## src/rtl/axi4_lite_mon_pkg.sv

```systemverilog
// Shared definitions for the AXI4-Lite protocol monitor: check IDs, response codes
// and the lowest-ID priority encoder used for first-error capture.
package axi4_lite_mon_pkg;

    typedef enum logic [3:0] {
        CHK_AW_STAB      = 4'd0,
        CHK_W_STAB       = 4'd1,
        CHK_B_STAB       = 4'd2,
        CHK_AR_STAB      = 4'd3,
        CHK_R_STAB       = 4'd4,
        CHK_ADDR_ALIGN   = 4'd5,
        CHK_RESP_ILLEGAL = 4'd6,
        CHK_B_ORPHAN     = 4'd7,
        CHK_R_ORPHAN     = 4'd8,
        CHK_TIMEOUT      = 4'd9,
        CHK_OUTST_OVF    = 4'd10
    } chk_id_e;

    localparam int NUM_CHK = 11;

    localparam logic [1:0] RESP_OKAY   = 2'b00;
    localparam logic [1:0] RESP_EXOKAY = 2'b01;
    localparam logic [1:0] RESP_SLVERR = 2'b10;
    localparam logic [1:0] RESP_DECERR = 2'b11;

    function automatic logic [3:0] lowest_id(input logic [NUM_CHK-1:0] v);
        logic [3:0] id;
        id = 4'd0;
        for (int i = NUM_CHK - 1; i >= 0; i--) begin
            if (v[i]) id = 4'(i);
        end
        return id;
    endfunction

endpackage

```

## src/rtl/axi4_lite_chan_watch.sv

```systemverilog
// Per-channel watcher: flags payload/valid changes during a stall and pulses once
// when a single stall lasts TIMEOUT cycles (TIMEOUT = 0 disables the timeout).
module axi4_lite_chan_watch #(
    parameter int PAYLOAD_W = 32,
    parameter int TIMEOUT   = 256
) (
    input  logic                 clk,
    input  logic                 rst,
    input  logic                 valid,
    input  logic                 ready,
    input  logic [PAYLOAD_W-1:0] payload,
    output logic                 stab_err,
    output logic                 timeout
);

    logic                 stall;
    logic                 stall_reg;
    logic [PAYLOAD_W-1:0] payload_reg;

    assign stall = valid & ~ready;

    always_ff @(posedge clk) begin
        if (rst) begin
            stall_reg   <= 1'b0;
            payload_reg <= '0;
        end else begin
            stall_reg   <= stall;
            payload_reg <= payload;
        end
    end

    assign stab_err = stall_reg & (~valid | (payload != payload_reg));

    generate
        if (TIMEOUT == 0) begin : g_no_timeout
            assign timeout = 1'b0;
        end else begin : g_timeout
            localparam int CNT_W = $clog2(TIMEOUT + 1);
            localparam logic [CNT_W-1:0] LIMIT = CNT_W'(TIMEOUT);
            localparam logic [CNT_W-1:0] LAST  = CNT_W'(TIMEOUT - 1);

            logic [CNT_W-1:0] cnt_reg;

            // Counter saturates at LIMIT, so the LAST match happens only once per stall.
            always_ff @(posedge clk) begin
                if (rst || !stall) begin
                    cnt_reg <= '0;
                end else if (cnt_reg != LIMIT) begin
                    cnt_reg <= cnt_reg + CNT_W'(1);
                end
            end

            assign timeout = stall & (cnt_reg == LAST);
        end
    endgenerate

endmodule

```

## src/rtl/axi4_lite_protocol_monitor.sv

```systemverilog
// Passive AXI4-Lite protocol checker with sticky/pulse flags, error count and first-error ID.
// Define AXI_LITE_MON_SVA_EN to add one simulation-only assertion per check ID.
module axi4_lite_protocol_monitor
    import axi4_lite_mon_pkg::*;
#(
    parameter int         ADDR_W    = 32,
    parameter int         DATA_W    = 32,
    parameter logic [3:0] RESP_MASK = 4'b0011,
    parameter int         TIMEOUT   = 256,
    parameter int         MAX_OUTST = 4,
    parameter int         ERR_CNT_W = 16,
    localparam int        STRB_W    = DATA_W / 8,
    localparam int        OW        = $clog2(MAX_OUTST + 2)
) (
    input  logic                 clk,
    input  logic                 rst,
    input  logic                 clear,
    input  logic                 awvalid,
    input  logic                 awready,
    input  logic [ADDR_W-1:0]    awaddr,
    input  logic                 wvalid,
    input  logic                 wready,
    input  logic [DATA_W-1:0]    wdata,
    input  logic [STRB_W-1:0]    wstrb,
    input  logic                 bvalid,
    input  logic                 bready,
    input  logic [1:0]           bresp,
    input  logic                 arvalid,
    input  logic                 arready,
    input  logic [ADDR_W-1:0]    araddr,
    input  logic                 rvalid,
    input  logic                 rready,
    input  logic [DATA_W-1:0]    rdata,
    input  logic [1:0]           rresp,
    output logic [NUM_CHK-1:0]   err_sticky,
    output logic [NUM_CHK-1:0]   err_pulse,
    output logic [ERR_CNT_W-1:0] err_count,
    output logic                 first_err_valid,
    output logic [3:0]           first_err_id,
    output logic [OW-1:0]        wr_outst,
    output logic [OW-1:0]        rd_outst
);

    localparam int MAXW = (ADDR_W > DATA_W + STRB_W) ? ADDR_W : DATA_W + STRB_W;
    localparam int AL   = $clog2(STRB_W);
    localparam logic [OW-1:0] OUTST_MAX  = OW'(MAX_OUTST);
    localparam logic [OW-1:0] OUTST_HOLD = OW'(MAX_OUTST + 1);

    // Channel index: 0 AW, 1 W, 2 B, 3 AR, 4 R (matches the stability check IDs).
    logic [4:0]            chan_valid;
    logic [4:0]            chan_ready;
    logic [4:0][MAXW-1:0]  chan_payload;
    logic [4:0]            chan_stab;
    logic [4:0]            chan_to;

    assign chan_valid      = {rvalid, arvalid, bvalid, wvalid, awvalid};
    assign chan_ready      = {rready, arready, bready, wready, awready};
    assign chan_payload[0] = MAXW'(awaddr);
    assign chan_payload[1] = MAXW'({wstrb, wdata});
    assign chan_payload[2] = MAXW'(bresp);
    assign chan_payload[3] = MAXW'(araddr);
    assign chan_payload[4] = MAXW'({rresp, rdata});

    genvar gi;
    generate
        for (gi = 0; gi < 5; gi++) begin : g_chan
            axi4_lite_chan_watch #(
                .PAYLOAD_W (MAXW),
                .TIMEOUT   (TIMEOUT)
            ) u_watch (
                .clk      (clk),
                .rst      (rst),
                .valid    (chan_valid[gi]),
                .ready    (chan_ready[gi]),
                .payload  (chan_payload[gi]),
                .stab_err (chan_stab[gi]),
                .timeout  (chan_to[gi])
            );
        end
    endgenerate

    // Pending counters: 0 AW, 1 W (both retired by B), 2 AR (retired by R).
    logic [2:0]          pend_inc;
    logic [2:0]          pend_dec;
    logic [2:0]          pend_ovf;
    logic [2:0][OW-1:0]  pend;

    assign pend_inc = {arvalid & arready, wvalid & wready, awvalid & awready};
    assign pend_dec = {rvalid & rready, bvalid & bready, bvalid & bready};

    generate
        for (gi = 0; gi < 3; gi++) begin : g_pend
            logic [OW-1:0] cnt_reg;
            logic          dec_ok;

            assign dec_ok       = pend_dec[gi] & (cnt_reg != '0);
            assign pend_ovf[gi] = pend_inc[gi] & ~dec_ok & (cnt_reg >= OUTST_MAX);
            assign pend[gi]     = cnt_reg;

            always_ff @(posedge clk) begin
                if (rst) begin
                    cnt_reg <= '0;
                end else if (pend_inc[gi] && !dec_ok && cnt_reg != OUTST_HOLD) begin
                    cnt_reg <= cnt_reg + OW'(1);
                end else if (!pend_inc[gi] && dec_ok) begin
                    cnt_reg <= cnt_reg - OW'(1);
                end
            end
        end
    endgenerate

    logic [NUM_CHK-1:0] viol;
    logic               any_viol;

    always_comb begin
        viol                   = '0;
        viol[4:0]              = chan_stab;
        viol[CHK_ADDR_ALIGN]   = (awvalid & (awaddr[AL-1:0] != '0)) |
                                 (arvalid & (araddr[AL-1:0] != '0));
        viol[CHK_RESP_ILLEGAL] = (bvalid & ~RESP_MASK[bresp]) | (rvalid & ~RESP_MASK[rresp]);
        // Orphan checks use the registered (pre-edge) pending counts.
        viol[CHK_B_ORPHAN]     = bvalid & ((pend[0] == '0) | (pend[1] == '0));
        viol[CHK_R_ORPHAN]     = rvalid & (pend[2] == '0);
        viol[CHK_TIMEOUT]      = |chan_to;
        viol[CHK_OUTST_OVF]    = |pend_ovf;
    end

    assign any_viol = |viol;

    logic [NUM_CHK-1:0]   err_pulse_reg;
    logic [NUM_CHK-1:0]   err_sticky_reg;
    logic [ERR_CNT_W-1:0] err_count_reg;
    logic                 first_err_valid_reg;
    logic [3:0]           first_err_id_reg;

    always_ff @(posedge clk) begin
        if (rst) begin
            err_pulse_reg       <= '0;
            err_sticky_reg      <= '0;
            err_count_reg       <= '0;
            first_err_valid_reg <= 1'b0;
            first_err_id_reg    <= 4'd0;
        end else begin
            err_pulse_reg <= viol;
            // A violation coinciding with clear is loaded fresh rather than lost.
            if (clear) begin
                err_sticky_reg      <= viol;
                err_count_reg       <= any_viol ? ERR_CNT_W'(1) : '0;
                first_err_valid_reg <= any_viol;
                first_err_id_reg    <= any_viol ? lowest_id(viol) : 4'd0;
            end else begin
                err_sticky_reg <= err_sticky_reg | viol;
                if (any_viol && err_count_reg != '1) begin
                    err_count_reg <= err_count_reg + ERR_CNT_W'(1);
                end
                if (any_viol && !first_err_valid_reg) begin
                    first_err_valid_reg <= 1'b1;
                    first_err_id_reg    <= lowest_id(viol);
                end
            end
        end
    end

    assign err_pulse       = err_pulse_reg;
    assign err_sticky      = err_sticky_reg;
    assign err_count       = err_count_reg;
    assign first_err_valid = first_err_valid_reg;
    assign first_err_id    = first_err_id_reg;
    assign wr_outst        = pend[0];
    assign rd_outst        = pend[2];

`ifdef AXI_LITE_MON_SVA_EN
    generate
        for (gi = 0; gi < NUM_CHK; gi++) begin : g_sva
            a_chk : assert property (@(posedge clk) disable iff (rst) !viol[gi])
                else $error("axi4-lite check %0d violated: awaddr=%h wdata=%h wstrb=%h bresp=%0d araddr=%h rdata=%h rresp=%0d wr_outst=%0d rd_outst=%0d",
                            gi, awaddr, wdata, wstrb, bresp, araddr, rdata, rresp, pend[0], pend[2]);
        end
    endgenerate
`endif

endmodule

```

## config.mk

```make
export PLATFORM = sky130hd
export DESIGN_NAME = axi4_lite_protocol_monitor
export DESIGN_NICKNAME = d
export VERILOG_FILES = /design/src/rtl/axi4_lite_mon_pkg.sv /design/src/rtl/axi4_lite_chan_watch.sv /design/src/rtl/axi4_lite_protocol_monitor.sv
export SDC_FILE = /design/constraint.sdc
export NUM_CORES = 1
export LEC_CHECK = 0
export ABC_CLOCK_PERIOD_IN_PS = 3500
export CAP_MARGIN = 25
export CORE_MARGIN = 8
export CORE_UTILIZATION = 40
export DETAILED_ROUTE_END_ITERATION = 10
export PLACE_DENSITY_LB_ADDON = 0.08
export SYNTH_ARGS = -nofsm -noshare
export SYNTH_HDL_FRONTEND = slang
export SYNTH_SLANG_ARGS = --single-unit
```

## constraint.sdc

```tcl
create_clock -name clk -period 3.5 [get_ports clk]
set_input_delay 0.35 -clock clk [delete_from_list [all_inputs] [get_ports clk]]
set_output_delay 0.35 -clock clk [all_outputs]
set_load 0.05 [all_outputs]
```

==> summary.txt, run 1 <==
YOSYS
----------------------------------------------------------------------------------
Number of register bits inferred by synthesis                                  238
Cells after synthesis                                                         1046
Yosys warning total                                                              0
Asr flop ratio synth                                                             0
Post-Syn Area                                                            10000 um2
Top-area cell type share of the netlist area                                 0.475
Synthesized area divided by synthesized cell count                        9.60 um2
Primary FF master, synth                                              sky130_fd_sc_hd__dfxtp_1
Sequential fraction of the synthesis area                                    0.475
Number of synthesized flops with an enable pin                                   0
Netlist cell types                                                              66
Largest area contributor in the netlist                               sky130_fd_sc_hd__dfxtp_1
Post-Syn Nets                                                                 1214
Cell types occupying the most area after synthesis                    sky130_fd_sc_hd__dfxtp_1 (47%), sky130_fd_sc_hd__xor2_1 (12%), sky130_fd_sc_hd__nor2b_1 (8.8%)

POWER AND IR DROP
----------------------------------------------------------------------------------
Reg power frac                                                               0.450
Combinational share of power                                                 0.137
Switching share of power                                                     0.257
Portion of total power attributed to the clock network                       0.413
Power density over the cells                                            495 nW/um2
Internal power consumption                                                 4870 uW
IR drop worst, VDD                                                      0.000383 V
Psw                                                                        1680 uW
Static leakage power                                                    0.00515 uW

FINISH
----------------------------------------------------------------------------------
Number of flip-flops under the largest register name                           136
Most common library cell in the layout ignoring fill and taps         sky130_fd_sc_hd__dfxtp_1
Number of inserted diodes                                                        0
Final net count                                                               1415
Post-route cell area                                                     13200 um2
Area Overhead vs Synth                                                       31.7%
Fin util                                                                     0.531
Share of final-layout standard cells stronger than drive strength 1         0.0624
Leading cell types in the layout, fill and taps excluded              sky130_fd_sc_hd__dfxtp_1 (238), sky130_fd_sc_hd__clkdlybuf4s50_1 (196), sky130_fd_sc_hd__nor2b_1 (141)

FLOORPLANNING
----------------------------------------------------------------------------------
Effective utilization at floorplan                                           0.403
Vertical extent of the die                                                  174 um
Total number of placement rows                                                  58
Die Width                                                                   174 um
DIE AREA                                                                 30400 um2
Placeable core area                                                      24900 um2
Io pins                                                                        198

ROUTE
----------------------------------------------------------------------------------
Number of remaining DRC errors                                                   0
Total length of routed wires                                               24.2 mm
Antenna Violating Nets Remaining                                                 0
Total vias in the final route                                                 7652
Post-DR wirelength/cell                                                    15.1 um
Number of iterations in the first detailed-routing pass                          4
1st-iter DRT viols                                                             389
Vias per inst                                                                 4.79

CLOCK NETWORK
----------------------------------------------------------------------------------
Longest Clk Path Bufs                                                            3
Count of buffers added by post-CTS timing repair for setup                       0
Hold buffers post-CTS                                                            0
Depth of the CTS H-tree                                                          1
CTS-repair resized insts                                                         0
Number of sinks driven by the clock tree                                       238
Insertion delay to the later sink of the worst-skew pair                   0.53 ns
TritonCTS clock tree                                                           yes
Root cell of the clock tree                                           sky130_fd_sc_hd__clkbuf_16
CTS Buf Count                                                                   27
Worst-path clk slew                                                        0.06 ns

PLACEMENT
----------------------------------------------------------------------------------
Setup slack after placement                                               0.406 ns
I/O Buffers                                                                    197
Half-perimeter wire length of the detailed placement result                18.1 mm
Placed inst area                                                         12400 um2
Global placer's final weighted congestion                                    0.782

GLOBAL ROUTING
----------------------------------------------------------------------------------
Aggregate global-route resource usage                                        0.156
Antenna violations before repair                                                 2
Pin count of the biggest net entering global routing                           128
Total global routing overflow                                                    0
Via count of the first global-routing pass                                    7559
Global-route wire length before repair                                     39.4 mm

STA
----------------------------------------------------------------------------------
Max-slew headroom at the worst pin                                           0.431
Worst slack on hold paths                                                 0.253 ns
Post-route setup slack                                                    0.671 ns
Min Clock Period, post-route                                               2.83 ns
Setup repair after global routing missed its margin                             no
Final slew viol count                                                            0
Final total negative setup slack                                              0 ns
Final cycle utilization of the critical path                                 0.808
Final number of hold-violating endpoints                                         0
Max Fclk                                                                   353 MHz
Slew @ Worst Pin                                                          0.845 ns
Layout Skew                                                              0.0123 ns
Number of endpoints failing setup at the final stage                             0

CRITICAL PATH
----------------------------------------------------------------------------------
Register-to-Register Path Depth                                                 13
Worst stage delay on the critical path                                     0.34 ns
Critical path, cell by cell                                           ha_1 > nand3_1 > nor2_1 > and3_1 > ha_1 > a32oi_1 > and4_1 > nor2b_1 > nand2_1 > nor3_4 > buf_12 > nor3b_2 > a32o_1
Endpoint class of the critical path                                      flip-flop
Required time of the critical path                                         3.92 ns
Crit path top cell by count                                           sky130_fd_sc_hd__ha_1
Slowest cell on the critical path                                     sky130_fd_sc_hd__dfxtp_1
Critical path class                                                   flip-flop to flip-flop
Max FO, Critical Path                                                           33
Critical path launch point type                                          flip-flop
Crit path arrival time                                                     3.25 ns

WORST HOLD PATH
----------------------------------------------------------------------------------
Worst Hold Path Cells                                                            2
Path type of the worst min-delay path                                 input pin to flip-flop

OUTCOME
----------------------------------------------------------------------------------
Run status                                                            finished, final reports clean

JOB
----------------------------------------------------------------------------------
Max capacitance violation total                                                  0

cells by family after synthesis:
kind of cell	after synthesis	share of synthesized area
adder cells (fa/ha/maj)	20	0.0269
flip-flops	238	0.475
AO/OA/AOI/OAI	121	0.0815
multiplexers	4	0.00436
XOR/XNOR	169	0.147
AND/OR/NAND/NOR	434	0.240
buffers and inverters	60	0.0257
per-stage QoR:
step           std cells  power (uW)
3_5_place_dp        1548        3900
4_1_cts             1596        6640
2_1_floorplan       1046        3520
6_report            1596        6550
5_1_grt             1596        6870
3_3_place_gp        1548        3900
synth_stat cells, drive strengths merged, types with 3 or more instances:
library cell    n
a21o           12
a21oi          39
a31oi           6
a32o            3
and2            7
and3           15
buf             5
clkbuf         29
dfxtp         238
fa              3
ha             16
inv            26
mux2            3
nand2          43
nand3          37
nand3b          7
nand4          18
nor2           86
nor2b         141
nor3           20
nor3b           3
nor4           32
nor4b           4
o211ai          5
o21a            3
o21ai          25
o22ai           6
o31ai           6
or3            10
or4             5
xnor2          37
xor2          132
worst paths after layout:
path,from,to,slack (ns)
worst min register to register,err_sticky[10],err_sticky[10],0.45
worst max-delay path,g_chan[1].u_watch.g_timeout.cnt_reg[0],first_err_id[1],0.67
worst min-delay path,rst,wr_outst[0],0.25
worst max register to register,g_chan[1].u_watch.g_timeout.cnt_reg[0],first_err_id[1],0.67
worst max-delay path: cells and delay by family (launching register included):
kind / cells / cell delay, ns
simple gates: 8 / 1.31
buf+inv: 1 / 0.21
flops: 1 / 0.34
fa+ha+maj: 2 / 0.43
compound gates: 2 / 0.42
per-layer routing:
metal  wire [um]  track usage  up-vias
li1            -            -     3936
met1       11000        0.198     3512
met2       11000        0.251      160
met3        1680       0.0484       40
met4         495       0.0424        4
met5          25            0        -
final cells by class:
class,count,area [um2]
sequential,238,4760
clock inverter,9,67.6
inverter,26,97.6
clock buffer,39,801
timing repair buffer,206,2060
multi-input combinational,748,5020
fill,2317,11700
tap,330,413
power by group through the flow:
stage	Clock, uW	Sequential, uW	Combinational (uW)
5_1_grt	2930	2970	977
6_report	2700	2950	894
3_3_place_gp	0	3000	892
2_1_floorplan	0	3090	431
3_5_place_dp	0	3010	899
4_1_cts	2790	2950	904
(Power assumes the default switching activity.)
==> inputs of run 2 (changes only) <==
--- a/config.mk
+++ b/config.mk
@@ -5,7 +5,7 @@
 export SDC_FILE = /design/constraint.sdc
 export NUM_CORES = 1
 export LEC_CHECK = 0
-export ABC_CLOCK_PERIOD_IN_PS = 3500
+export ABC_CLOCK_PERIOD_IN_PS = 2400
 export CAP_MARGIN = 25
 export CORE_MARGIN = 8
 export CORE_UTILIZATION = 40
==> constraint.sdc (replaced) <==
create_clock -name clk -period 2.4 [get_ports clk]
set_input_delay 0.24 -clock clk [delete_from_list [all_inputs] [get_ports clk]]
set_output_delay 0.24 -clock clk [all_outputs]
set_load 0.05 [all_outputs]
==> summary.txt, run 2 (synthesis results as in run 1) <==
STA
----------------------------------------------------------------------------------
Layout Skew                                                              0.0157 ns   was 0.0123 ns
Final number of hold-violating endpoints                                         0   unchanged
Max-slew headroom at the worst pin                                           0.595   was 0.431
Setup repair after global routing missed its margin                            yes   was no
Min Clock Period, post-route                                               2.50 ns   was 2.83 ns
Max Fclk                                                                   400 MHz   was 353 MHz
Slew @ Worst Pin                                                          0.605 ns   was 0.845 ns
Final cycle utilization of the critical path                                  1.04   was 0.808
Final slew viol count                                                            0   unchanged
Number of endpoints failing setup at the final stage                            15   was 0
Post-route setup slack                                                  -0.0994 ns   was 0.671 ns

CLOCK NETWORK
----------------------------------------------------------------------------------
Depth of the CTS H-tree                                                          1   unchanged
TritonCTS clock tree                                                           yes   unchanged
Insertion delay to the later sink of the worst-skew pair                   0.54 ns   was 0.53 ns
Longest Clk Path Bufs                                                            3   unchanged
Root cell of the clock tree                                           sky130_fd_sc_hd__clkbuf_16   unchanged
CTS Buf Count                                                                   28   was 27
Worst-path clk slew                                                        0.06 ns   about the same
Number of sinks driven by the clock tree                                       238   unchanged

FINISH
----------------------------------------------------------------------------------
Post-route cell area                                                     14400 um2   was 13200 um2
Area Overhead vs Synth                                                       43.1%   was 31.7%
Share of final-layout standard cells stronger than drive strength 1          0.165   was 0.0624
Fin util                                                                     0.577   was 0.531
Final net count                                                               1523   was 1415
Layout filler cell count                                                      2203   was 2317
Leading cell types in the layout, fill and taps excluded              sky130_fd_sc_hd__dfxtp_1 (225), sky130_fd_sc_hd__clkdlybuf4s50_1 (196), sky130_fd_sc_hd__nor2b_1 (140)   was sky130_fd_sc_hd__dfxtp_1 (238), sky130_fd_sc_hd__clkdlybuf4s50_1 (196), sky130_fd_sc_hd__nor2b_1 (141)
Most common library cell in the layout ignoring fill and taps         sky130_fd_sc_hd__dfxtp_1   unchanged
Area taken by flip-flops and latches                                      4780 um2   was 4760 um2
Number of flip-flops under the largest register name                           136   unchanged
Area used by multi-input combinational logic                              5180 um2   was 5020 um2
Final std cells w/o fill                                                      1709   was 1596

ROUTE
----------------------------------------------------------------------------------
1st-iter DRT viols                                                             349   was 389
Antenna Violating Nets Remaining                                                 0   unchanged
Total vias in the final route                                                 7981   was 7652
Total length of routed wires                                               24.1 mm   was 24.2 mm
Number of iterations in the first detailed-routing pass                          4   unchanged
Number of remaining DRC errors                                                   0   unchanged
Post-DR wirelength/cell                                                    14.1 um   was 15.1 um
Vias per inst                                                                 4.67   was 4.79

GLOBAL ROUTING
----------------------------------------------------------------------------------
Pin count of the biggest net entering global routing                           126   was 128
Aggregate global-route resource usage                                        0.155   was 0.156
Total global routing overflow                                                    0   unchanged
Global-route wire length before repair                                     39.9 mm   was 39.4 mm
Antenna violations before repair                                                 2   unchanged
Via count of the first global-routing pass                                    8001   was 7559

FLOORPLANNING
----------------------------------------------------------------------------------
Vertical extent of the die                                                  174 um   unchanged
Placeable core area                                                      24900 um2   unchanged
DIE AREA                                                                 30400 um2   unchanged
Total number of placement rows                                                  58   unchanged
Effective utilization at floorplan                                           0.403   unchanged
Die Width                                                                   174 um   unchanged
Io pins                                                                        198   unchanged

POWER AND IR DROP
----------------------------------------------------------------------------------
Power density over the cells                                            705 nW/um2   was 495 nW/um2
Static leakage power                                                    0.00580 uW   was 0.00515 uW
IR drop worst, VDD                                                      0.000510 V   was 0.000383 V

PLACEMENT
----------------------------------------------------------------------------------
Number of placed instances, taps included                                     1641   was 1548
Global placer's final weighted congestion                                    0.831   was 0.782
Placed inst area                                                         13100 um2   was 12400 um2
I/O Buffers                                                                    197   unchanged
Half-perimeter wire length of the detailed placement result                18.0 mm   was 18.1 mm

OUTCOME
----------------------------------------------------------------------------------
Violated checks                                                       negative setup slack
Run status                                                            complete, but fails checks   was finished, final reports clean

CRITICAL PATH
----------------------------------------------------------------------------------
Max FO, Critical Path                                                            7   was 33
Required time of the critical path                                         2.82 ns   was 3.92 ns
Critical path launch point type                                          flip-flop   unchanged
Critical path class                                                   flip-flop to flip-flop   unchanged
Endpoint class of the critical path                                      flip-flop   unchanged
Crit path arrival time                                                     2.92 ns   was 3.25 ns

JOB
----------------------------------------------------------------------------------
Max capacitance violation total                                                  0   unchanged

WORST HOLD PATH
----------------------------------------------------------------------------------
Path type of the worst min-delay path                                 input pin to flip-flop   unchanged

run 2: critical path: stages, from the launching register on:
cell	delay (ns)
sky130_fd_sc_hd__dfxtp_2	0.32
sky130_fd_sc_hd__and3_4	0.17
sky130_fd_sc_hd__and3_4	0.17
sky130_fd_sc_hd__and3_1	0.18
sky130_fd_sc_hd__ha_1	0.17
sky130_fd_sc_hd__nand3b_1	0.15
sky130_fd_sc_hd__and4_4	0.25
sky130_fd_sc_hd__nor2b_4	0.17
sky130_fd_sc_hd__nand2_4	0.08
sky130_fd_sc_hd__nor3_4	0.25
sky130_fd_sc_hd__buf_12	0.16
sky130_fd_sc_hd__buf_8	0.11
sky130_fd_sc_hd__nor3_1	0.05
sky130_fd_sc_hd__o21a_1	0.16
run 2: per-stage QoR:
step	hold slack [ns]	setup WS (ns)	total power [uW]	TNS, ns
after floorplan	0.368	0.0290	5130	0
after detailed placement	0.442	-0.526	5780	-9.16
after global placement	0.435	-0.460	5770	-7.93
after CTS	0.286	-0.108	10200	-1.29
after global routing	0.297	-0.255	10600	-3.90
final	0.306	-0.0994	10100	-0.848
run 2: repair_timing:
action / 4_1_cts / 5_1_grt
setup endpoints to repair: 19 / 20
pin swaps: 5 / 29
hold endpoints to repair: 1 / 0
gates cloned: 1 / 0
resized for setup: 23 / 33
hold buffers: 1 / 0
setup buffers: 7 / 6
run 2: per-layer routing:
| metal | part of all wire | track usage | up-vias |
|---|---|---|---|
| li1 | - | - | 4170 |
| met2 | 0.46 | 0.257 | 185 |
| met5 | 0 | 0 | - |
| met4 | 0.023 | 0.0474 | 0 |
| met1 | 0.45 | 0.195 | 3594 |
| met3 | 0.063 | 0.0401 | 32 |
run 2: path summary, 6_finish.rpt:
check / start / end / slack (ns) / cells past startpoint
worst min-delay path: rdata[19] / g_chan[4].u_watch.payload_reg[19] / 0.31 / 2
worst max-delay path: g_chan[0].u_watch.g_timeout.cnt_reg[5] / err_count[15] / -0.1 / 13
worst max register to register: g_chan[0].u_watch.g_timeout.cnt_reg[5] / err_count[15] / -0.1 / 13
worst min register to register: err_sticky[2] / err_sticky[2] / 0.45 / 1
run 2: area by class of cell:
type | count | area share
clock inverters | 13 | 0.0127
clock buffers | 39 | 0.0551
flip-flops and latches | 238 | 0.333
repair buffers | 313 | 0.203
diodes | 2 | 0.000348
multi-input cells | 748 | 0.361
inverters | 26 | 0.00679
well taps | 330 | 0.0287
run 2: power breakdown:
| part | leakage, uW | switching, uW | total, uW | internal, uW |
|---|---|---|---|---|
| sequential | 0.00197 | 114 | 4260 | 4140 |
| clock | 0.000480 | 1650 | 4380 | 2730 |
| combinational | 0.00335 | 738 | 1490 | 754 |
| total | 0.00580 | 2500 | 10100 | 7630 |
==> inputs of run 3 (changes only) <==
--- a/config.mk
+++ b/config.mk
@@ -11,6 +11,8 @@
 export CORE_UTILIZATION = 40
 export DETAILED_ROUTE_END_ITERATION = 10
 export PLACE_DENSITY_LB_ADDON = 0.08
+export RECOVER_POWER = 100
+export SLEW_MARGIN = 5
 export SYNTH_ARGS = -nofsm -noshare
 export SYNTH_HDL_FRONTEND = slang
 export SYNTH_SLANG_ARGS = --single-unit
==> summary.txt, run 3 (synthesis results as in run 1) <==
STA
----------------------------------------------------------------------------------
Final cycle utilization of the critical path                                  1.04   about the same
Layout Skew                                                              0.0166 ns   was 0.0157 ns
Number of endpoints failing setup at the final stage                            16   was 15
Post-route setup slack                                                   -0.104 ns   was -0.0994 ns
Setup repair after global routing missed its margin                            yes   unchanged
Final total negative setup slack                                         -0.920 ns   was -0.848 ns
Final number of hold-violating endpoints                                         0   unchanged
Max Fclk                                                                   399 MHz   was 400 MHz
Slew @ Worst Pin                                                           1.24 ns   was 0.605 ns
Max-slew headroom at the worst pin                                           0.170   was 0.595
Min Clock Period, post-route                                               2.50 ns   about the same
Final slew viol count                                                            0   unchanged

GLOBAL ROUTING
----------------------------------------------------------------------------------
Via count of the first global-routing pass                                    8001   unchanged
Global-route wire length before repair                                     39.9 mm   unchanged
Aggregate global-route resource usage                                        0.155   unchanged
Pin count of the biggest net entering global routing                           126   unchanged
Total global routing overflow                                                    0   unchanged
Antenna violations before repair                                                 2   unchanged

FLOORPLANNING
----------------------------------------------------------------------------------
Placeable core area                                                      24900 um2   unchanged
Total number of placement rows                                                  58   unchanged
Die Width                                                                   174 um   unchanged
Io pins                                                                        198   unchanged
Vertical extent of the die                                                  174 um   unchanged
Effective utilization at floorplan                                           0.403   unchanged
DIE AREA                                                                 30400 um2   unchanged

CRITICAL PATH
----------------------------------------------------------------------------------
Critical path launch point type                                          flip-flop   unchanged
Max FO, Critical Path                                                            7   unchanged
Endpoint class of the critical path                                      flip-flop   unchanged
Required time of the critical path                                         2.82 ns   about the same
Crit path arrival time                                                     2.92 ns   about the same
Critical path class                                                   flip-flop to flip-flop   unchanged
Reg-to-Reg Start                                                      g_chan[0].u_watch.g_timeout.cnt_reg[5]   unchanged
CP Launch Point                                                       g_chan[0].u_watch.g_timeout.cnt_reg[5]   unchanged

POWER AND IR DROP
----------------------------------------------------------------------------------
IR drop worst, VDD                                                      0.000510 V   about the same
Power density over the cells                                            706 nW/um2   was 705 nW/um2
Static leakage power                                                    0.00590 uW   was 0.00580 uW
Total power consumption of the routed design                              10100 uW   about the same

CLOCK NETWORK
----------------------------------------------------------------------------------
Depth of the CTS H-tree                                                          1   unchanged
CTS Buf Count                                                                   28   unchanged
Root cell of the clock tree                                           sky130_fd_sc_hd__clkbuf_16   unchanged
TritonCTS clock tree                                                           yes   unchanged
Worst-path clk slew                                                        0.06 ns   about the same
Longest Clk Path Bufs                                                            3   unchanged
Insertion delay to the later sink of the worst-skew pair                   0.54 ns   about the same
Number of sinks driven by the clock tree                                       238   unchanged

FINISH
----------------------------------------------------------------------------------
Number of flip-flops under the largest register name                           136   unchanged
Leading cell types in the layout, fill and taps excluded              sky130_fd_sc_hd__dfxtp_1 (225), sky130_fd_sc_hd__clkdlybuf4s50_1 (150), sky130_fd_sc_hd__nor2b_1 (140)   was sky130_fd_sc_hd__dfxtp_1 (225), sky130_fd_sc_hd__clkdlybuf4s50_1 (196), sky130_fd_sc_hd__nor2b_1 (140)
Most common library cell in the layout ignoring fill and taps         sky130_fd_sc_hd__dfxtp_1   unchanged
Share of final-layout standard cells stronger than drive strength 1          0.158   was 0.165
Area Overhead vs Synth                                                       42.6%   was 43.1%
Layout filler cell count                                                      2211   was 2203
Final net count                                                               1523   unchanged
Post-route cell area                                                     14300 um2   was 14400 um2
Area used by multi-input combinational logic                              5170 um2   was 5180 um2
Area taken by flip-flops and latches                                      4780 um2   unchanged

ROUTE
----------------------------------------------------------------------------------
Number of remaining DRC errors                                                   0   unchanged
Post-DR wirelength/cell                                                    14.1 um   about the same
1st-iter DRT viols                                                             336   was 349
Number of iterations in the first detailed-routing pass                          4   unchanged
Total vias in the final route                                                 7970   was 7981
Total length of routed wires                                               24.1 mm   about the same
Vias per inst                                                                 4.66   was 4.67
Antenna Violating Nets Remaining                                                 0   unchanged

PLACEMENT
----------------------------------------------------------------------------------
Placed inst area                                                         13100 um2   unchanged
Half-perimeter wire length of the detailed placement result                18.0 mm   unchanged
I/O Buffers                                                                    197   unchanged
Global placer's final weighted congestion                                    0.831   unchanged

JOB
----------------------------------------------------------------------------------
Max capacitance violation total                                                  0   unchanged

OUTCOME
----------------------------------------------------------------------------------
Run status                                                            complete, but fails checks   unchanged
Violated checks                                                       negative setup slack   unchanged

WORST HOLD PATH
----------------------------------------------------------------------------------
Worst hold start                                                         rdata[19]   unchanged
Path type of the worst min-delay path                                 input pin to flip-flop   unchanged

run 3: cell type report:
class	count	area share
Multi-Input combinational cell	748	0.361
Antenna cell	2	0.000350
Timing Repair Buffer	313	0.201
Clock inverter	13	0.0128
Inverter	26	0.00682
Sequential cell	238	0.334
Clock buffer	39	0.0553
Tap cell	330	0.0288
run 3: stage by stage:
step,hold WS [ns],utilization,worst slack (ns),std cells
finish,0.306,0.575,-0.104,1709
global route,0.297,0.575,-0.255,1709
CTS,0.286,0.571,-0.108,1702
detailed placement,0.442,0.525,-0.526,1641
global placement,0.435,0.525,-0.460,1641
floorplan,0.368,-,0.0290,1046
run 3: where the power goes:
group | switching [uW] | total, uW | internal (uW)
combinational | 736 | 1470 | 729
sequential | 112 | 4260 | 4140
clock | 1650 | 4380 | 2730
total | 2490 | 10100 | 7610
run 3: what timing repair did:
action                     CTS  global route
setup endpoints to repair   19            20
hold buffers                 1             0
gates resized for setup     23            33
setup buffers                7             6
pin swaps                    5            29
hold endpoints to repair     1             0
cloned                       1             0
run 3: path summary, 6_finish.rpt:
kind | end | slack, ns | cells after the start
setup / recovery | err_count[15] | -0.10 | 13
hold / removal | g_chan[4].u_watch.payload_reg[19] | 0.31 | 2
setup reg to reg | err_count[15] | -0.10 | 13
hold reg to reg | err_sticky[2] | 0.45 | 1
run 3: layer usage:
metal / vias up / routed length (um) / global-route usage
li1: 4165 / - / -
met1: 3591 / 10800 / 0.195
met2: 182 / 11300 / 0.257
met3: 32 / 1470 / 0.0401
met4: 0 / 563 / 0.0474
met5: - / 0 / 0
run 3: critical path, cell delays in order, from the launching register on:
cell and delay, ns:
sky130_fd_sc_hd__dfxtp_2 0.32, sky130_fd_sc_hd__and3_4 0.17, sky130_fd_sc_hd__and3_4 0.17, sky130_fd_sc_hd__and3_1 0.18, sky130_fd_sc_hd__ha_1 0.17, sky130_fd_sc_hd__nand3b_1 0.15
sky130_fd_sc_hd__and4_4 0.25, sky130_fd_sc_hd__nor2b_4 0.17, sky130_fd_sc_hd__nand2_4 0.08, sky130_fd_sc_hd__nor3_4 0.25, sky130_fd_sc_hd__buf_12 0.17, sky130_fd_sc_hd__buf_8 0.11
sky130_fd_sc_hd__nor3_1 0.05, sky130_fd_sc_hd__o21a_1 0.16
